<file path="config.mk">
export PLATFORM = sky130hd
export DESIGN_NAME = rv_decode_stage
export DESIGN_NICKNAME = d
export VERILOG_FILES = /design/src/rtl/rv_decode_stage.sv
export SDC_FILE = /design/constraint.sdc
export NUM_CORES = 1
export LEC_CHECK = 0
export CAP_MARGIN = 0
export CORE_MARGIN = 2
export CORE_UTILIZATION = 55
export CTS_CLUSTER_SIZE = 20
export DETAILED_ROUTE_END_ITERATION = 10
export PLACE_DENSITY_LB_ADDON = 0.3
export SYNTH_ARGS = -nofsm -noshare
export SYNTH_HDL_FRONTEND = slang
export SYNTH_SLANG_ARGS = --single-unit
</file>
<file path="constraint.sdc">
create_clock -name clk -period 5.15 [get_ports clk]
set_clock_uncertainty 0.1 [all_clocks]
set_input_delay 1.03 -clock clk [delete_from_list [all_inputs] [get_ports clk]]
set_output_delay 1.03 -clock clk [all_outputs]
set_load 0.01 [all_outputs]
</file>
<file path="src/rtl/rv_decode_stage.sv">
// rv_decode_stage: registered RV32I/M decode stage between fetch and execute.
// One beat (instruction + PC) per cycle over valid/ready. The decoded control
// bundle is registered and appears one cycle after the input fires. A one-entry
// skid buffer lets in_ready come straight from a flop. Illegal encodings are
// delivered like any other beat, carry only the Illegal flag, and are counted.
module rv_decode_stage #(
    parameter int XLEN     = 32,
    parameter int ENABLE_M = 1,
    parameter int CNT_W    = 16
) (
    input  logic             clk,
    input  logic             rst_n,
    input  logic             flush,
    input  logic             in_valid,
    output logic             in_ready,
    input  logic [31:0]      in_instr,
    input  logic [XLEN-1:0]  in_pc,
    output logic             out_valid,
    input  logic             out_ready,
    output logic [31:0]      out_instr,
    output logic [XLEN-1:0]  out_pc,
    output logic             RegWrite,
    output logic             SrcASelect,
    output logic             ALUSrc,
    output logic             MemWrite,
    output logic             Branch,
    output logic             Jump,
    output logic             is_jalr,
    output logic             MulDiv,
    output logic             Illegal,
    output logic [1:0]       ResultSrc,
    output logic [1:0]       ALUOp,
    output logic [2:0]       BranchType,
    output logic [2:0]       LoadType,
    output logic [2:0]       StoreType,
    output logic [2:0]       ImmSrc,
    output logic [CNT_W-1:0] illegal_count
);

    typedef struct packed {
        logic       reg_write;
        logic       src_a_sel;
        logic       alu_src;
        logic       mem_write;
        logic [1:0] result_src;
        logic       branch;
        logic [1:0] alu_op;
        logic       jump;
        logic       is_jalr;
        logic       mul_div;
        logic       illegal;
        logic [2:0] branch_type;
        logic [2:0] load_type;
        logic [2:0] store_type;
        logic [2:0] imm_src;
    } ctrl_t;

    localparam logic [6:0] OP_R      = 7'b0110011;
    localparam logic [6:0] OP_I_ALU  = 7'b0010011;
    localparam logic [6:0] OP_LOAD   = 7'b0000011;
    localparam logic [6:0] OP_STORE  = 7'b0100011;
    localparam logic [6:0] OP_BRANCH = 7'b1100011;
    localparam logic [6:0] OP_JAL    = 7'b1101111;
    localparam logic [6:0] OP_JALR   = 7'b1100111;
    localparam logic [6:0] OP_LUI    = 7'b0110111;
    localparam logic [6:0] OP_AUIPC  = 7'b0010111;

    localparam logic [2:0] IMM_I = 3'b000;
    localparam logic [2:0] IMM_S = 3'b001;
    localparam logic [2:0] IMM_B = 3'b010;
    localparam logic [2:0] IMM_J = 3'b011;
    localparam logic [2:0] IMM_U = 3'b100;

    localparam logic M_ON = (ENABLE_M != 0);

    ctrl_t           dec;
    logic            dec_illegal;
    logic [6:0]      opcode;
    logic [2:0]      funct3;
    logic [6:0]      funct7;

    ctrl_t           out_ctrl;
    ctrl_t           skid_ctrl;
    logic [31:0]     skid_instr;
    logic [XLEN-1:0] skid_pc;
    logic            skid_valid;

    logic            in_fire;
    logic            out_fire;
    logic            out_load;

    assign opcode = in_instr[6:0];
    assign funct3 = in_instr[14:12];
    assign funct7 = in_instr[31:25];

    assign in_ready = !skid_valid;
    assign in_fire  = in_valid && in_ready;
    assign out_fire = out_valid && out_ready;
    // The output register can take a new beat when it is empty or draining.
    assign out_load = !out_valid || out_ready;

    // Main decoder: opcode table plus funct3/funct7 legality; illegal beats
    // collapse to a bundle with only the Illegal flag set.
    always_comb begin
        dec         = '0;
        dec_illegal = 1'b0;
        case (opcode)
            OP_R: begin
                dec.reg_write = 1'b1;
                dec.alu_op    = 2'b10;
                if (M_ON && funct7 == 7'b0000001) begin
                    dec.mul_div = 1'b1;
                end else if (funct7 != 7'b0000000 && funct7 != 7'b0100000) begin
                    dec_illegal = 1'b1;
                end
            end
            OP_I_ALU: begin
                dec.reg_write = 1'b1;
                dec.alu_src   = 1'b1;
                dec.alu_op    = 2'b10;
                dec.imm_src   = IMM_I;
            end
            OP_LOAD: begin
                dec.reg_write  = 1'b1;
                dec.alu_src    = 1'b1;
                dec.result_src = 2'b01;
                dec.load_type  = funct3;
                dec.imm_src    = IMM_I;
                if (funct3 == 3'b011 || funct3 == 3'b110 || funct3 == 3'b111) begin
                    dec_illegal = 1'b1;
                end
            end
            OP_STORE: begin
                dec.alu_src    = 1'b1;
                dec.mem_write  = 1'b1;
                dec.store_type = funct3;
                dec.imm_src    = IMM_S;
                if (funct3 > 3'b010) begin
                    dec_illegal = 1'b1;
                end
            end
            OP_BRANCH: begin
                dec.branch      = 1'b1;
                dec.alu_op      = 2'b01;
                dec.branch_type = funct3;
                dec.imm_src     = IMM_B;
                if (funct3 == 3'b010 || funct3 == 3'b011) begin
                    dec_illegal = 1'b1;
                end
            end
            OP_JAL: begin
                dec.reg_write  = 1'b1;
                dec.result_src = 2'b10;
                dec.jump       = 1'b1;
                dec.imm_src    = IMM_J;
            end
            OP_JALR: begin
                dec.reg_write  = 1'b1;
                dec.alu_src    = 1'b1;
                dec.result_src = 2'b10;
                dec.jump       = 1'b1;
                dec.is_jalr    = 1'b1;
                dec.imm_src    = IMM_I;
                if (funct3 != 3'b000) begin
                    dec_illegal = 1'b1;
                end
            end
            OP_LUI: begin
                dec.reg_write = 1'b1;
                dec.alu_src   = 1'b1;
                dec.alu_op    = 2'b10;
                dec.imm_src   = IMM_U;
            end
            OP_AUIPC: begin
                dec.reg_write = 1'b1;
                dec.src_a_sel = 1'b1;
                dec.alu_src   = 1'b1;
                dec.alu_op    = 2'b10;
                dec.imm_src   = IMM_U;
            end
            default: dec_illegal = 1'b1;
        endcase
        // Compressed-space encodings never reach a valid opcode above, but the
        // low bits are checked explicitly so the intent is obvious.
        if (in_instr[1:0] != 2'b11) begin
            dec_illegal = 1'b1;
        end
        if (dec_illegal) begin
            dec         = '0;
            dec.illegal = 1'b1;
        end
    end

    // Output register and skid buffer; flush empties both and wins over fires.
    always_ff @(posedge clk or negedge rst_n) begin
        if (!rst_n) begin
            out_valid  <= 1'b0;
            out_ctrl   <= '0;
            out_instr  <= '0;
            out_pc     <= '0;
            skid_valid <= 1'b0;
            skid_ctrl  <= '0;
            skid_instr <= '0;
            skid_pc    <= '0;
        end else if (flush) begin
            out_valid  <= 1'b0;
            skid_valid <= 1'b0;
        end else if (out_load) begin
            if (skid_valid) begin
                // in_ready is low while the skid is full, so no input fires here.
                out_valid  <= 1'b1;
                out_ctrl   <= skid_ctrl;
                out_instr  <= skid_instr;
                out_pc     <= skid_pc;
                skid_valid <= 1'b0;
            end else if (in_fire) begin
                out_valid <= 1'b1;
                out_ctrl  <= dec;
                out_instr <= in_instr;
                out_pc    <= in_pc;
            end else begin
                out_valid <= 1'b0;
            end
        end else if (in_fire) begin
            skid_valid <= 1'b1;
            skid_ctrl  <= dec;
            skid_instr <= in_instr;
            skid_pc    <= in_pc;
        end
    end

    // Saturating count of illegal beats that leave the stage, flush or not.
    always_ff @(posedge clk or negedge rst_n) begin
        if (!rst_n) begin
            illegal_count <= '0;
        end else if (out_fire && out_ctrl.illegal && illegal_count != {CNT_W{1'b1}}) begin
            illegal_count <= illegal_count + CNT_W'(1);
        end
    end

    assign RegWrite   = out_ctrl.reg_write;
    assign SrcASelect = out_ctrl.src_a_sel;
    assign ALUSrc     = out_ctrl.alu_src;
    assign MemWrite   = out_ctrl.mem_write;
    assign ResultSrc  = out_ctrl.result_src;
    assign Branch     = out_ctrl.branch;
    assign ALUOp      = out_ctrl.alu_op;
    assign Jump       = out_ctrl.jump;
    assign is_jalr    = out_ctrl.is_jalr;
    assign MulDiv     = out_ctrl.mul_div;
    assign Illegal    = out_ctrl.illegal;
    assign BranchType = out_ctrl.branch_type;
    assign LoadType   = out_ctrl.load_type;
    assign StoreType  = out_ctrl.store_type;
    assign ImmSrc     = out_ctrl.imm_src;

endmodule

</file>
---- After elaboration in Yosys (flattened, before gate mapping) ----
Cells that the tools add are included.
storage, ports and cells
  flip-flop bits (word level) ............. 196
  input port bits ......................... 69
  output and inout port bits .............. 107
  logic and storage cells ................. 119
operators by class
  add/subtract/negate cells ............... 1
  $lt $le $gt $ge ......................... 1
  equal/unequal tests ..................... 17
  mux-type cells .......................... 37
  bitwise operators ....................... 2
  reduce and logical (&&, ||, !) cells .... 24
operators with widths
  kind                                                  number
  2-to-1 mux 32 bit                                     4
  2-to-1 mux 25 bit                                     3
  2-to-1 mux 1 bit                                      23
  equality test 7 x 6 -> 1 bit (second input constant)  3
  equality test 7 bit (second input constant)           3
  adder 16 x 1 -> 16 bit (second input constant)        1
  != test 16 bit (second input constant)                1
  equality test 7 x 5 -> 1 bit (second input constant)  2
  one-hot mux 3 bit (4 select lines)                    1
  2-to-1 mux 3 bit                                      3
  one-hot mux 2 bit (2 select lines)                    2
  OR reduction 4 bit                                    2
  equality test 7 x 1 -> 1 bit (second input constant)  1
  equality test 7 x 2 -> 1 bit (second input constant)  1
  != test 7 x 6 -> 1 bit (second input constant)        1
  nonzero test 7 bit                                    1
  OR reduction 7 bit                                    1
  equality test 3 x 2 -> 1 bit (second input constant)  2
  equality test 3 bit (second input constant)           2
  one-hot mux 1 bit (6 select lines)                    1
  AND reduction 3 bit                                   2
  nonzero test 3 bit                                    2
  OR reduction 6 bit                                    1
  logical AND 1 bit                                     5
  other kinds (7)                                       14

---- Longest topological paths before layout ----
Gate-level depths: netlist of run 1.
  word-level depth ........................ 9
  gate-level depth with buffers ........... 7
  mapped depth without buffers ............ 5

---- Worst setup path before layout of run 1 ----
OpenSTA, ideal clock, no wires.
  path kind ............................... in2reg
  start ................................... in in_instr[6]
  end ..................................... reg out_ctrl (netlist bit Illegal)
  library setup time ...................... 126 ps
  data arrival time ....................... 2171 ps
  data required time ...................... 4924 ps
  setup slack ............................. 2753 ps
  cell stages on the path ................. 6
  buffers on the path ..................... 1
  cell sequence ........................... buf_4 and3b_2 a21boi_2 o221a_2 nand3_4 a221o_1
on the way
  cells in the longest elaborated chain, start to end .. 7
  elaborated cells between the ends (all ways) .. 15
  classes of those cells .................. eq/ne: 9; mux: 5; reduce/logical: 1
RTL lines
  element                                               RTL line  source
  start: declaration                                    16        input logic [31:0] in_instr,
  equality test 7 x 5 -> 1 bit (tied with other cells)  107       case (opcode)
  OR reduction 4 bit (no line)                          -
  one-hot mux 1 bit (6 select lines) *                  107
  2-to-1 mux 1 bit *                                    185       if (in_instr[1:0] != 2'b11) begin
  2-to-1 mux 25 bit *                                   188       if (dec_illegal) begin
  2-to-1 mux 25 bit *                                   216       end else if (in_fire) begin
  2-to-1 mux 25 bit *                                   209       if (skid_valid) begin
  end signal: assignment                                212       out_ctrl <= skid_ctrl;
  end: declaration                                      82        ctrl_t out_ctrl;
Every way passes the cells marked *; elsewhere a longest branch is shown, timed or not. The select of a mux whose other input is x is not followed.
A chain may end at the register's enable or synchronous reset.

---- Final worst setup path of run 1 ----
  start ................................... in in_valid
  end ..................................... reg out_pc[7]
on the way
  cells in the longest elaborated chain, start to end .. 3
RTL lines
  element                        RTL line  source
  start: declaration             14        input logic in_valid,
  logical AND 1 bit              97        assign in_fire = in_valid && in_ready;
  nonzero test 2 bit (no line)   -
  AND reduction 3 bit (no line)  -
  end signal: assignment         214       out_pc <= skid_pc;
  end signal: assignment         220       out_pc <= in_pc;
  end: declaration               21        output logic [XLEN-1:0] out_pc,
Every way passes these cells.

==> Flow_metrics.wiki, run 1 <==
{| class="wikitable"
! Metric !! Value
|-
| Remaining global-route overflow || 0
|-
| Clock transition time at the flip-flop clock pins of the worst setup and hold paths || around 0.060 ns
|-
| Initial detailed-routing violation count || 430
|-
| Number of antenna repair diodes || 0
|-
| Sequential area share after synthesis || slightly below 60%
|-
| CTS resizes || 0
|-
| Class of the tightest hold or removal check || flip-flop to flip-flop
|-
| Critical Path RT || ~5.3 ns
|-
| Final weighted congestion in routability-driven placement || 0.8525
|-
| Max Cap Viol || 0
|-
| Distinct cells, synth || between 40 and 50
|-
| Total negative slack for setup checks || 0 ns
|-
| Most used cells in the layout excluding fill and tap cells || sky130_fd_sc_hd__nand2_1 (303), sky130_fd_sc_hd__dfrtp_1 (191), sky130_fd_sc_hd__clkdlybuf4s50_1 (174)
|-
| Layout filler cell count || 1104
|-
| Number of hold buffers added after cts || 0
|-
| Max-slew headroom || ~27%
|-
| Total die area || between 15000 and 20000 µm²
|-
| Root buffer cell || sky130_fd_sc_hd__clkbuf_16
|-
| Post-DP HPWL || about 12 mm
|-
| Routed length per placed instance || 15.79 µm
|-
| Post-layout minimum cycle time || 3.139 ns
|-
| Syn Nets || 924
|-
| Post-route DRC || 0
|-
| Standby leakage power || 0.004805 µW
|-
| Number of failing setup endpoints in the final timing report || 0
|-
| Number of H-tree levels || 4
|-
| Total design power || 3863 µW
|-
| Area inside the core boundary || approximately 15000 µm²
|-
| Number of vias per cell after detailed routing || between 5 and 6
|-
| GR Util All Layers || between 20 and 25%
|-
| Synth Area per Inst || 9.677 µm²
|-
| PortBufs || 175
|-
| Vert. Die Dim || approximately 130 µm
|-
| Share of the clock period used by the worst path after layout || roughly three fifths
|-
| Initial cell density of the core || a little under three fifths
|-
| Worst-margin pin slew || 1.088 ns
|-
| Length of the first detailed-routing pass in iterations || 5
|-
| Hold violation count in the final report || 0
|-
| PwrDens || roughly 360 nW/µm²
|-
| Total Routed Length || between 15 and 20 mm
|-
| Worst EP arrival || approximately 3.3 ns
|-
| Number of buffers inserted to repair setup after CTS || 0
|-
| RSZ-0062 raised after global routing || no
|-
| Dominant synthesized flop cell || sky130_fd_sc_hd__dfrtp_1
|-
| Share of synthesized flip-flops with an asynchronous set or reset || between 90% and 100%
|-
| Highest ir drop seen on vdd || between 0.2 and 0.25 mV
|-
| Max-slew violation count || 0
|-
| Setup CP Type || primary input to flip-flop
|-
| Number of antenna violations at the first check in global routing || 0
|-
| Number of clock sinks || around 190
|-
| Via count of the first global-routing pass || 6345
|-
| Synthesis Warnings || 0
|-
| Chip Width || between 100 and 150 µm
|-
| Wire length of the first global-routing pass || 31.58 mm
|-
| Antenna-violating nets left || 0
|-
| Endpoint kind of the worst setup timing path || flip-flop
|-
| Biggest fanout along the worst timing path || just under 100
|-
| Maximum number of pins on one net before global-route repair || roughly 120
|-
| Latest clock arrival within the worst-skew pair || roughly 0.43 ns
|-
| Worst Setup Slack post-DPL || 1.562 ns
|-
| Sort of element at the start of the critical path || primary input
|-
| Proportion of layout cells with a drive suffix above 1 || around 5.2%
|-
| Most common cell after layout, fill and taps aside || sky130_fd_sc_hd__nand2_1
|-
| Final WS setup || around 2 ns
|-
| DR vias || ~6500
|-
| Result of the run || complete, no violations
|-
| Register bit total from synthesis || roughly 190
|-
| Number of nets in the final layout || between 1000 and 1500
|-
| TritonCTS clock tree || done
|-
| Cell count after synthesis || between 800 and 900
|-
| Number of top-level pins || between 150 and 200
|-
| Row count || between 40 and 50
|-
| Cell area after synthesis || slightly above 8000 µm²
|-
| Worst-case clock buffer depth || 2
|-
| Count of flip-flops with a built-in enable after synthesis || 0
|-
| Inserted Clock Buffers || 17
|-
| Synth-to-Final Area Change || 29.33%
|-
| Maximum frequency from static timing analysis || about 0.32 GHz
|}
[report_power, final]
| part | switching, µW | internal [µW] |
|---|---|---|
| Clock | 569 | 749 |
| Sequential | 142 | 1740 |
| Combinational | 314 | 353 |
[worst max-delay path: stages]
cell and delay [ns]:
sky130_fd_sc_hd__clkdlybuf4s50_1 0.43, sky130_fd_sc_hd__nor2_1 0.26, sky130_fd_sc_hd__or3_4 0.80, sky130_fd_sc_hd__buf_4 0.55
sky130_fd_sc_hd__o21ai_0 0.20
[final cells by class]
| type | count | area (µm²) | area share, % |
|---|---|---|---|
| flip-flops and latches | 192 | 4808 | 44.99 |
| clock buffers | 21 | 470.5 | 4.402 |
| well taps | 184 | 230.2 | 2.154 |
| repair buffers | 181 | 1813 | 16.96 |
| multi-input cells | 608 | 3247 | 30.38 |
| clock inverters | 10 | 111.4 | 1.042 |
| inverters | 2 | 7.507 | 0.07024 |
[layer usage]
metal	wire, µm	global-route usage, %	vias to the layer above
li1	-	-	3150
met1	8405	33.73	3163
met2	9050	38.75	211
met3	1208	6.748	22
met4	257	6.658	0
met5	0	0	-
[through the flow]
step | instances | cell area (µm²) | utilization [%] | hold WS (ns)
after CTS | 1198 | 10690 | 73.26 | 0.3729
after floorplan | 854 | 8264 | - | 0.3355
after global routing | 1198 | 10690 | 73.26 | 0.3998
after global placement | 1167 | 10110 | 69.27 | 0.3511
final | 1198 | 10690 | 73.26 | 0.3719
after detailed placement | 1167 | 10110 | 69.27 | 0.3582
[cell usage after synthesis, drive strengths merged, types with 3 or more instances]
library cell  number  area (µm²)
and2               3       18.77
and4               3       26.28
nor2b              5       38.78
dfrtp            192        4805
or3                3       18.77
nand2            304        1141
nand4              3       18.77
o211ai             3       22.52
buf               22       117.6
o31ai              9       67.56
nor3               6       35.03
o21a               3       22.52
o22ai              5       31.28
a31oi              4       25.02
and3              16       100.1
mux2i             64       640.6
a21oi             26       130.1
xor2               3       26.28
clkbuf            30       112.6
nor2              20       75.07
xnor2             10       87.58
o21ai             88       440.4
nand3             10       62.56
mux2               3       33.78
[path summary, 6_finish.rpt]
path                               from             end  slack, ns  cells past startpoint
setup reg to reg             skid_valid       out_pc[7]       2.36                      4
max in group asynchronous         rst_n  skid_instr[16]       3.41                      2
hold / removal             StoreType[2]    StoreType[2]       0.37                      2
min in group asynchronous         rst_n       out_pc[9]       0.60                      1
hold reg to reg            StoreType[2]    StoreType[2]       0.37                      2
setup / recovery               in_valid       out_pc[7]       2.01                      5
[logic make-up (layout without fill, tap and decap cells)]
kind of cell             after synthesis  count (layout)  share of synthesized area (%)
AND/OR/NAND/NOR                      382             382                          19.49
flip-flops                           192             192                          58.14
AO/OA/AOI/OAI                        145             145                          9.811
multiplexers                          67              67                          8.160
buffers and inverters                 54             214                          2.877
XOR/XNOR                              13              13                          1.378
adder cells (fa/ha/maj)                1               1                         0.1514
[sequential cells by signal, indices dropped and copies added (netlist names), 2 cells and up]
signal and cells:
StoreType 3, ImmSrc 3, skid_instr 32, out_pc 32
skid_ctrl 23, ResultSrc 2, out_instr 32, LoadType 3
skid_pc 32, illegal_count 16, BranchType 3
(Power assumes the default switching activity.)
==> run 2: changes to the inputs <==
--- a/config.mk
+++ b/config.mk
@@ -7,7 +7,7 @@
 export LEC_CHECK = 0
 export CAP_MARGIN = 0
 export CORE_MARGIN = 2
-export CORE_UTILIZATION = 55
+export CORE_UTILIZATION = 51
 export CTS_CLUSTER_SIZE = 20
 export DETAILED_ROUTE_END_ITERATION = 10
 export PLACE_DENSITY_LB_ADDON = 0.3
==> constraint.sdc (replaced) <==
create_clock -name clk -period 3.1 [get_ports clk]
set_clock_uncertainty 0.1 [all_clocks]
set_input_delay 0.62 -clock clk [delete_from_list [all_inputs] [get_ports clk]]
set_output_delay 0.62 -clock clk [all_outputs]
set_load 0.01 [all_outputs]
==> Flow_metrics.wiki, run 2 (synthesis results as in run 1) <==
{| class="wikitable"
! Metric !! Value
|-
| Post-DP HPWL || 13.06 mm (+7.6%)
|-
| DR vias || 6585 (+0.60%)
|-
| Number of clock sinks || 192 (unchanged)
|-
| Number of H-tree levels || 4 (unchanged)
|-
| Standby leakage power || 0.004876 µW (+1.5%)
|-
| Total Routed Length || 19.43 mm (+2.7%)
|-
| Chip Width || 131.3 µm (+3.7%)
|-
| CTS resizes || 0 (unchanged)
|-
| Number of antenna violations at the first check in global routing || 0 (unchanged)
|-
| Max Cap Viol || 0 (unchanged)
|-
| Vert. Die Dim || 131.3 µm (+3.7%)
|-
| TritonCTS clock tree || done
|-
| Via count of the first global-routing pass || 6367 (+0.35%)
|-
| Layer carrying the most global-route usage || met2
|-
| Post-layout minimum cycle time || between 2 and 2.5 ns
|-
| Result of the run || complete, no violations
|-
| Global routing usage on met3 || 6.057% (-0.69 points)
|-
| Met1 usage || 31.11% (-2.6 points)
|-
| Worst-path cell chain || inv_1, clkdlybuf4s50_1
|-
| Total negative slack for setup checks || 0 ns (unchanged)
|-
| Maximum frequency from static timing analysis || 0.4113 GHz
|-
| Delay contributed by the slowest stage of the critical path || 0.61 ns (-0.19 ns)
|-
| Latest clock arrival within the worst-skew pair || 0.42 ns (about the same)
|-
| Area of the multi-input gates || 3247 µm² (unchanged)
|-
| Worst-margin pin slew || 0.7738 ns (-0.3139 ns)
|-
| Worst EP arrival || 1.71 ns (-1.61 ns)
|-
| Number of vias per cell after detailed routing || 5.285 (-3.3%)
|-
| Highest ir drop seen on vdd || 0.4176 mV (+79%)
|-
| Root buffer cell || sky130_fd_sc_hd__clkbuf_16
|-
| Length of the first detailed-routing pass in iterations || 5 (unchanged)
|-
| Synth-to-Final Area Change || 31.16%
|-
| Area inside the core boundary || 15890 µm² (+8.9%)
|-
| Most used cells in the layout excluding fill and tap cells || sky130_fd_sc_hd__nand2_1 (303), sky130_fd_sc_hd__dfrtp_1 (191), sky130_fd_sc_hd__clkdlybuf4s50_1 (174)
|-
| Depth of the worst register-to-register path || 4 (unchanged)
|-
| Class of the tightest hold or removal check || primary input to async pin
|-
| Proportion of layout cells with a drive suffix above 1 || 6.699% (+1.5 points)
|-
| RSZ-0062 raised after global routing || no
|-
| Number of top-level pins || 176 (unchanged)
|-
| PwrDens || 581.1 nW/µm² (+61%)
|-
| GR Util All Layers || 23.33% (-1.2 points)
|-
| Antenna-violating nets left || 0 (unchanged)
|-
| Initial cell density of the core || 52.02% (-4.6 points)
|-
| Met2 usage || 38.39% (-0.36 points)
|-
| Most common cell after layout, fill and taps aside || sky130_fd_sc_hd__nand2_1
|-
| Number of failing setup endpoints in the final timing report || 0 (unchanged)
|-
| Biggest fanout along the worst timing path || 21 (-79%)
|-
| Share of the clock period used by the worst path after layout || between 70 and 80%
|-
| Remaining global-route overflow || 0 (unchanged)
|-
| Hold violation count in the final report || 0 (unchanged)
|-
| Worst path slowest cell || sky130_fd_sc_hd__dfrtp_4
|-
| Number of nets in the final layout || 1088 (+1.5%)
|-
| Clock transition time at the flip-flop clock pins of the worst setup and hold paths || 0.07 ns (about the same)
|-
| Final standard cell utilization of the core || 68.23% (-5.0 points)
|-
| Routed length per placed instance || 15.59 µm (-1.3%)
|-
| Initial detailed-routing violation count || 406 (-5.6%)
|-
| Sort of element at the start of the critical path || flip-flop
|-
| Maximum number of pins on one net before global-route repair || 80 (-31%)
|-
| Total design power || 6298 µW (+63%)
|-
| Post-route DRC || 0 (unchanged)
|-
| Worst Setup Slack post-DPL || 0.4374 ns (-1.124 ns)
|-
| Setup CP Type || flip-flop to primary output
|-
| Endpoint kind of the worst setup timing path || primary output
|-
| Final WS setup || 0.6689 ns (-1.342 ns)
|-
| Number of hold buffers added after cts || 0 (unchanged)
|-
| Total die area || 17240 µm² (+7.6%)
|-
| Max-slew violation count || 0 (unchanged)
|-
| PortBufs || 175 (unchanged)
|-
| Worst-case clock buffer depth || 2 (unchanged)
|-
| Storage cell area || 4808 µm² (unchanged)
|-
| Number of buffers inserted to repair setup after CTS || 0 (unchanged)
|-
| Inserted Clock Buffers || 17 (unchanged)
|-
| Row count || 46 (+4.5%)
|-
| Number of antenna repair diodes || 0 (unchanged)
|-
| Wire length of the first global-routing pass || 32.69 mm (+3.5%)
|-
| Critical Path RT || 2.38 ns (-2.95 ns)
|-
| Final weighted congestion in routability-driven placement || 0.8453 (-0.84%)
|-
| Layout filler cell count || 1301 (+18%)
|-
| Max-slew headroom || 48.41% (+21 points)
|}
[run 2: final timing paths]
| path | slack (ns) | startpoint | end |
|---|---|---|---|
| max in group asynchronous | 2.03 | rst_n | out_instr[15] |
| worst max register to register | 0.92 | skid_valid | out_pc[7] |
| worst min-delay path | 0.11 | rst_n | out_pc[8] |
| worst min register to register | 0.37 | skid_ctrl[6] | skid_ctrl[6] |
| worst max-delay path | 0.67 | skid_valid | in_ready |
| min in group clk | 0.37 | skid_ctrl[6] | skid_ctrl[6] |
[run 2: metrics by stage]
| stage | area, µm² | hold WS [ns] | instances |
|---|---|---|---|
| 3_3_place_gp | 10290 | 0.3498 | 1215 |
| 4_1_cts | 10840 | 0.1425 | 1246 |
| 5_1_grt | 10840 | 0.1500 | 1246 |
| 3_5_place_dp | 10290 | 0.3623 | 1215 |
| 2_1_floorplan | 8264 | 0.2244 | 854 |
| 6_report | 10840 | 0.1130 | 1246 |
[run 2: per-layer routing]
metal	share of wire, %	up-vias	wire (µm)
met2	49	187	9555
met5	0	-	0
met3	5.9	19	1137
met4	1.2	0	234
met1	44	3191	8505
li1	-	3188	-
[run 2: power breakdown]
group	internal (µW)	switching, µW	leakage (µW)
clock network	1140	914	0.000267
registers	2880	226	0.00246
logic	602	535	0.00215
[run 2: critical path, delay by kind of cell (launching register included)]
| family | cells | cell delay [ns] |
|---|---|---|
| buf+inv | 2 | 0.68 |
| flops | 1 | 0.61 |
[run 2: cell type report]
class	instances	share of cell area, %
Tap cell	216	2.493
Clock buffer	20	4.213
Timing Repair Buffer	197	18.07
Clock inverter	11	0.8427
Inverter	2	0.06926
Multi-Input combinational cell	608	29.96
Sequential cell	192	44.36
